$ cat src/rtl/bcd_tc_serial_conv_pkg.sv
// Shared definitions for the digit-serial ten's-complement BCD to two's-complement converter.
package bcd_tc_serial_conv_pkg;

  typedef logic [2:0] state_t;

  localparam state_t WAIT_DIG = 3'd0;
  localparam state_t LOAD     = 3'd1;
  localparam state_t WAIT_END = 3'd2;
  localparam state_t CORR     = 3'd3;
  localparam state_t OUT      = 3'd4;
  localparam state_t OUT_END  = 3'd5;

  function automatic int POW10(input int n);
    int p;
    p = 1;
    for (int i = 0; i < n; i++) p = p * 10;
    return p;
  endfunction

  // Adding 2^W - 10^N maps a ten's-complement magnitude onto its two's-complement code.
  function automatic int corr_k(input int w, input int n);
    return (1 << w) - POW10(n);
  endfunction

  function automatic int cnt_w(input int n);
    return $clog2(n + 1);
  endfunction

endpackage

$ cat src/rtl/bcd_tc_serial_conv_mul10_add.sv
// Shift-add step acc*10 + d, truncated to W bits.
module mul10_add #(
  parameter int W = 7
) (
  input  logic [W-1:0] acc,
  input  logic [3:0]   d,
  output logic [W-1:0] y
);

  // Sums are taken modulo 2^W; the dropped high bits never affect the low W bits.
  assign y = (acc << 3) + (acc << 1) + W'(d);

endmodule

$ cat src/rtl/bcd_tc_serial_conv.sv
// Accepts N ten's-complement BCD digits MSD first and returns the W-bit two's-complement value.
module bcd_tc_serial_conv
  import bcd_tc_serial_conv_pkg::*;
#(
  parameter int N = 2,
  parameter int W = 7
) (
  input  logic         clock,
  input  logic         reset_,
  input  logic [3:0]   digit,
  input  logic         dav_,
  output logic         rfd,
  output logic [W-1:0] result,
  output logic         err,
  output logic         out_dav_,
  input  logic         out_rfd
);

  localparam int                 CNT_W    = cnt_w(N);
  localparam logic [CNT_W-1:0]   CNT_LAST = CNT_W'(N);
  localparam logic [W-1:0]       CORR_K   = W'(corr_k(W, N));

  state_t           state;
  logic [W-1:0]     acc;
  logic [W-1:0]     acc_next;
  logic [CNT_W-1:0] cnt;
  logic             neg;
  logic             err_int;

  mul10_add #(.W(W)) u_mul10_add (
    .acc (acc),
    .d   (digit),
    .y   (acc_next)
  );

  assign rfd      = (state == WAIT_DIG);
  assign out_dav_ = (state != OUT);

  always_ff @(posedge clock or negedge reset_) begin
    if (!reset_) begin
      state   <= WAIT_DIG;
      acc     <= '0;
      cnt     <= '0;
      neg     <= 1'b0;
      err_int <= 1'b0;
      result  <= '0;
      err     <= 1'b0;
    end else begin
      case (state)
        WAIT_DIG: if (!dav_) state <= LOAD;
        LOAD: begin
          acc <= acc_next;
          // Sign lives in the leading digit: 5..9 means the number is negative.
          if (cnt == '0) neg <= (digit >= 4'd5);
          if (digit > 4'd9) err_int <= 1'b1;
          cnt   <= cnt + 1'b1;
          state <= WAIT_END;
        end
        WAIT_END: if (dav_) state <= (cnt == CNT_LAST) ? CORR : WAIT_DIG;
        CORR: begin
          if (err_int) result <= '0;
          else         result <= neg ? acc + CORR_K : acc;
          err   <= err_int;
          state <= OUT;
        end
        OUT: if (!out_rfd) state <= OUT_END;
        OUT_END: begin
          if (out_rfd) begin
            acc     <= '0;
            cnt     <= '0;
            neg     <= 1'b0;
            err_int <= 1'b0;
            state   <= WAIT_DIG;
          end
        end
        default: state <= WAIT_DIG;
      endcase
    end
  end

endmodule

$ cat config.mk
export PLATFORM = sky130hd
export DESIGN_NAME = bcd_tc_serial_conv
export DESIGN_NICKNAME = d
export VERILOG_FILES = /design/src/rtl/bcd_tc_serial_conv_pkg.sv /design/src/rtl/bcd_tc_serial_conv_mul10_add.sv /design/src/rtl/bcd_tc_serial_conv.sv
export SDC_FILE = /design/constraint.sdc
export NUM_CORES = 1
export LEC_CHECK = 0
export ABC_AREA = 1
export CAP_MARGIN = 30
export CORE_MARGIN = 2
export CORE_UTILIZATION = 54
export CTS_CLUSTER_DIAMETER = 60
export CTS_CLUSTER_SIZE = 40
export DETAILED_ROUTE_END_ITERATION = 10
export GPL_ROUTABILITY_DRIVEN = 0
export PLACE_DENSITY = 0.79
export SKIP_CTS_REPAIR_TIMING = 1
export SYNTH_ARGS = -nofsm -noshare
export SYNTH_HDL_FRONTEND = slang
export SYNTH_SLANG_ARGS = --single-unit
$ cat constraint.sdc
create_clock -name clock -period 2.7 [get_ports clock]
set_input_delay 0.27 -clock clock [delete_from_list [all_inputs] [get_ports clock]]
set_output_delay 0.27 -clock clock [all_outputs]
set_load 0.1 [all_outputs]
=== Yosys cells after proc, flatten, opt, wreduce, memory -nomap -nowiden ===
Index checks and enable logic that the tools add are counted.

* Order comparisons: 2
* Eq/ne operators: 13
* Add/sub/neg operators: 4
* Reduce and logical (&&, ||, !) cells: 7
* Mux-type cells: 17
* Shift-type cells: 0
* Bitwise operators: 0
* Multiply operators: 0
* Div/mod/pow operators: 0

{| class="wikitable"
|+ Operators with widths
! operator !! number
|-
| 7-bit two-way mux || 3
|-
| 3-bit one-hot mux with 6 select lines || 1
|-
| 7-bit one-hot mux with 2 select lines || 1
|-
| 3-bit two-way mux || 4
|-
| 2-bit inequality test, second input constant || 6
|-
| 7-bit by 4-bit adder with 7-bit output || 1
|-
| 7-bit by 5-bit adder with 7-bit output, second input constant || 1
|-
| 7-bit adder || 1
|-
| 3-bit by 2-bit == test with 1-bit output, second input constant || 2
|-
| 3-bit == test, second input constant || 2
|-
| 3-bit AND reduction || 2
|-
| 4-bit by 3-bit greater-or-equal comparator with 1-bit output, second input constant || 1
|-
| 4-bit greater-than comparator, second input constant || 1
|-
| 2-bit two-way mux || 2
|-
| 1-bit one-hot mux with 2 select lines || 2
|-
| 2-bit one-hot mux with 2 select lines || 1
|-
| 4-bit AND reduction || 1
|-
| 3-bit by 1-bit == test with 1-bit output, second input constant || 1
|-
| 3-bit logical NOT || 1
|-
| 1-bit two-way mux || 3
|-
| 3-bit inequality test, second input constant || 1
|-
| 2-bit by 1-bit adder with 2-bit output, second input constant || 1
|-
| 2-bit == test, second input constant || 1
|-
| 2-bit logical NOT || 1
|-
| 2 further kinds || 2
|}

* Register bits: 22
* Word-level logic and storage cells: 50
* Bits in writable memories: 0
* Latch bits: 0
* Memory bits (read-only): 0
* Memories kept: 0
* Bits of input ports: 8
* Output and inout port bits: 10

=== Logic depth before layout (Yosys ltp) ===
* Depth after elaboration: 4
* Depth in mapped cells: 10
* Depth with buffers taken out: 10

=== Modules after synthesis ===
Synthesis repeated with hierarchy kept, for this count alone.

* Cell total of the unflattened synthesis: 184
* Area, all modules: 1416.4 sq um

{| class="wikitable"
|+ By module, submodules not included
! module !! cells an instance !! area each (sq um) !! seq. area each (sq um) !! times used
|-
| bcd_tc_serial_conv || 140 || 1129.8 || 550.5 || 1
|-
| mul10_add || 44 || 286.5 || 0.0 || 1
|}

=== Worst setup path after synthesis ===
Ideal clock, no wire load.

* Path type: register -> register
* Start: register state[0]
* End: register state[0]
* Cell stages (with the launch flop): 7
* Arrival time: 1823 ps
* Library setup time: 117 ps
* Buffers on the path: 0
* Setup slack: 759 ps
* Period minus slack after synthesis: 1941 ps
* Data required time: 2583 ps
* Path through: dfrtp_1 > inv_1 > nand3_1 > nand2_1 > o21ai_2 > nand3_1 > nand2_1

* Cells in the longest elaborated chain, start to end: 3
* Elaborated cells on any way between the ends: 12
* Those cells by class: eq/ne (9); mux (1); reduce/logical (2)

{| class="wikitable"
|+ Ends and longest elaborated chain
! what !! line !! RTL
|-
| from (decl) || bcd_tc_serial_conv.sv:23 || <nowiki>state_t state;</nowiki>
|-
| from (signal assigned) || bcd_tc_serial_conv.sv:59 || <nowiki>WAIT_END: if (dav_) state <= (cnt == CNT_LAST) ? CORR : WAIT_DIG;</nowiki>
|-
| 3-bit == test, or another cell as far along || bcd_tc_serial_conv.sv:49 || <nowiki>case (state)</nowiki>
|-
| 2-bit inequality test (no source line) || -- ||
|-
| 4-bit AND reduction (no source line) || -- ||
|}

Several ways; a longest one is shown, not always the timed one.
A chain may end at the register's enable or synchronous reset.

=== Final worst setup path ===
* Start: input digit[3]
* End: register acc[6]

* Cells in the longest elaborated chain, start to end: 2

{| class="wikitable"
|+ Ends and longest elaborated chain
! what !! line !! RTL
|-
| from (decl) || bcd_tc_serial_conv.sv:10 || <nowiki>input logic [3:0] digit,</nowiki>
|-
| 7-bit by 4-bit adder with 7-bit output || bcd_tc_serial_conv_mul10_add.sv:11 || <nowiki>assign y = (acc << 3) + (acc << 1) + W'(d);</nowiki>
|-
| 7-bit one-hot mux with 2 select lines || bcd_tc_serial_conv.sv:49 ||
|-
| to (signal assigned) || bcd_tc_serial_conv.sv:52 || <nowiki>acc <= acc_next;</nowiki>
|-
| to (decl) || bcd_tc_serial_conv.sv:24 || <nowiki>logic [W-1:0] acc;</nowiki>
|}

Every way passes these cells.

==> summary.txt <==
Synthesis
  – Unique cell type count in the Yosys netlist: 24
  – Synth top area cells: dfrtp_1, nand2_1, ha_1, inv_1, nand3_1
  – Ys async rst share: 100%
  – Post-synthesis simple-gate area fraction: 26.0%
  – Area share of the largest cell type after synthesis: 40.5%
  – Adder-cell share of the synthesized area: 13.1%
  – Mapped Cells: 161
  – Ys Warns: 0
  – Yosys reg bits: 22
  – EDFF count, synth: 0
  – Top FF cell, synth: dfrtp_1
  – Synth Net Count: 182
  – Compound-Gate Fraction of Synth Area: 12.2%
  – Post-synth top area cell: dfrtp_1
  – Seq/Total Area, Yosys: 40.5%
  – Mapped Area: 1360 µm²
  – Mux contribution to synthesized area: 0%
  – Xor and xnor area share after synthesis: 1.29%
  – Mapped Avg Cell Area: 8.45 µm²
  – Largest family of logic cells by synthesized area: simple AND/OR/NAND/NOR gates

Worst setup path
  – Depth of the worst register-to-register path: 10
  – Arrival @ worst endpoint: 2310 ps
  – Crit-path max FO: 2
  – Worst path required time: 2920 ps
  – Setup CP Type: in2reg
  – R2r setup slk: 660 ps
  – Worst Setup End Kind: flop
  – Critical R2R Capture: acc[6]
  – Worst setup SP type: input pin
  – Reg-to-Reg Start: acc[2]

STA
  – Rel. slew slack: 78.8%
  – FMAX: 0.479 GHz
  – Final hold viol count: 0
  – Setup TNS: 0 ps
  – Unrepaired setup endpoints after global routing: false
  – Crit path time final: 2090 ps
  – Setup violators final: 0
  – Slew Viols, Final: 0
  – Clk_skew: 5.95 ps
  – Tightest Pin Transition: 318 ps
  – Crit share post-route: 77.4%

Global route
  – Pin count of the biggest net entering global routing: 23
  – Overflow after GRT: 0
  – Vias in the first global route: 1044
  – Initial antenna violation count: 0
  – GRT Util Overall: 21.2%
  – Global-route wire length before repair: 4460 µm

Cells and area
  – Sequential Area: 551 µm²
  – Fillers: 215
  – # diodes: 0
  – Highest-count cells in the layout ignoring fill and taps: nand2_1, dfrtp_1, inv_1, nand3_1
  – Multi-input combinational cell area: 716 µm²
  – Area Overhead vs Synth: 15.6%
  – Commonest non-fill, non-tap cell in the layout: nand2_1
  – Layout cells sized above 1: 18.1%
  – Final net count: 205

Place
  – DPL Wire Length: 2130 µm
  – Port bufs: 17

Die
  – IO Count: 18
  – Die Span Y: 54.2 µm
  – Die area: 2940 µm²
  – Rows: 18
  – Area of the core: 2430 µm²
  – Die W: 54.2 µm
  – Initial Util: 55.9%

Flow run
  – Max cap viols: 0

Hold path
  – Hold WC Path Type: in2async

Detailed routing
  – Routed len/inst: 12.4 µm
  – Via density: 5.22
  – Via Count: 1106
  – Post-Route WL: 2630 µm
  – DRC Markers: 0
  – Detailed Route Iter0 Violations: 13
  – Antenna Nets Post-Route: 0
  – Pre-antenna DRT Iters: 4

Clock network
  – CTS buffer count: 3
  – Skew-Pair Late Insertion Delay: 310 ps
  – Clock Pin Slew Worst Setup and Hold Paths: 120 ps
  – CTS tree: done
  – H-tree Lvls: 1
  – CTS Sinks: 22
  – Clk buf depth: 2
  – Root buf cell: clkbuf_4

Run status
  – Status: completed
-- cell type report --
| class | count | area share, % |
|---|---|---|
| clock buffer | 3 | 1.43 |
| sequential | 22 | 35.0 |
| tap | 30 | 2.39 |
| multi-input combinational | 114 | 45.5 |
| inverter | 25 | 5.97 |
| timing repair buffer | 18 | 9.71 |
-- stage by stage --
step / hold slack (ps) / utilization (%) / setup slack, ps / area, µm² / instances
6_report: 296 / 64.7 / 611 / 1570 / 212
3_5_place_dp: 473 / 63.7 / 275 / 1550 / 209
3_3_place_gp: 466 / 63.7 / 350 / 1550 / 209
4_1_cts: 299 / 64.7 / 619 / 1570 / 212
5_1_grt: 315 / 64.7 / 527 / 1570 / 212
2_1_floorplan: -25.6 / - / 759 / 1360 / 161
-- critical path, stage by stage --
cell             delay [ps]
clkdlybuf4s50_1         480
inv_1                    80
fa_1                    530
inv_1                    70
fa_1                    450
nand3_1                 100
nand3_1                 100
inv_1                    70
nand2_1                  50
nand3_1                  60
nand2_1                  50
-- cells by family (layout without fill, tap and decap cells) --
family	count (synthesis)	after routing
AND/OR/NAND/NOR	71	71
adder cells (fa/ha/maj)	13	13
buffers and inverters	25	46
flip-flops	22	22
AO/OA/AOI/OAI	28	28
XOR/XNOR	2	2
-- layer usage --
metal	wire length, µm	global-route usage, %
met3	76	3.89
met1	1250	26.8
met2	1240	35.3
met5	0	0
met4	65	8.75
-- state kept, by name, summed over array words and instances, names as in the netlist --
name     flops
err          1
neg          1
acc          7
state        3
err_int      1
cnt          2
result       7
-- synth_stat cells (3+ instances only) --
| master | n |
|---|---|
| inv_1 | 20 |
| o21ai_1 | 6 |
| o21ai_0 | 11 |
| ha_1 | 11 |
| nand2_2 | 3 |
| nand3_1 | 13 |
| o21ai_2 | 3 |
| a21oi_1 | 4 |
| nand2_1 | 44 |
| inv_2 | 5 |
| dfrtp_1 | 22 |
-- worst max path at each step --
stage	startpoint	to	slack [ps]	cells past startpoint
after floorplan	state[0]	state[0]	760	6
after global placement	digit[3]	acc[6]	350	11
after detailed placement	digit[3]	acc[6]	280	11
after CTS	digit[3]	acc[6]	620	11
after global routing	digit[3]	acc[6]	530	11
final	digit[3]	acc[6]	610	11
Power is left out: the tool's default activity adds up to more than one toggle a clock period on the data nets, which glitch-free logic cannot reach.
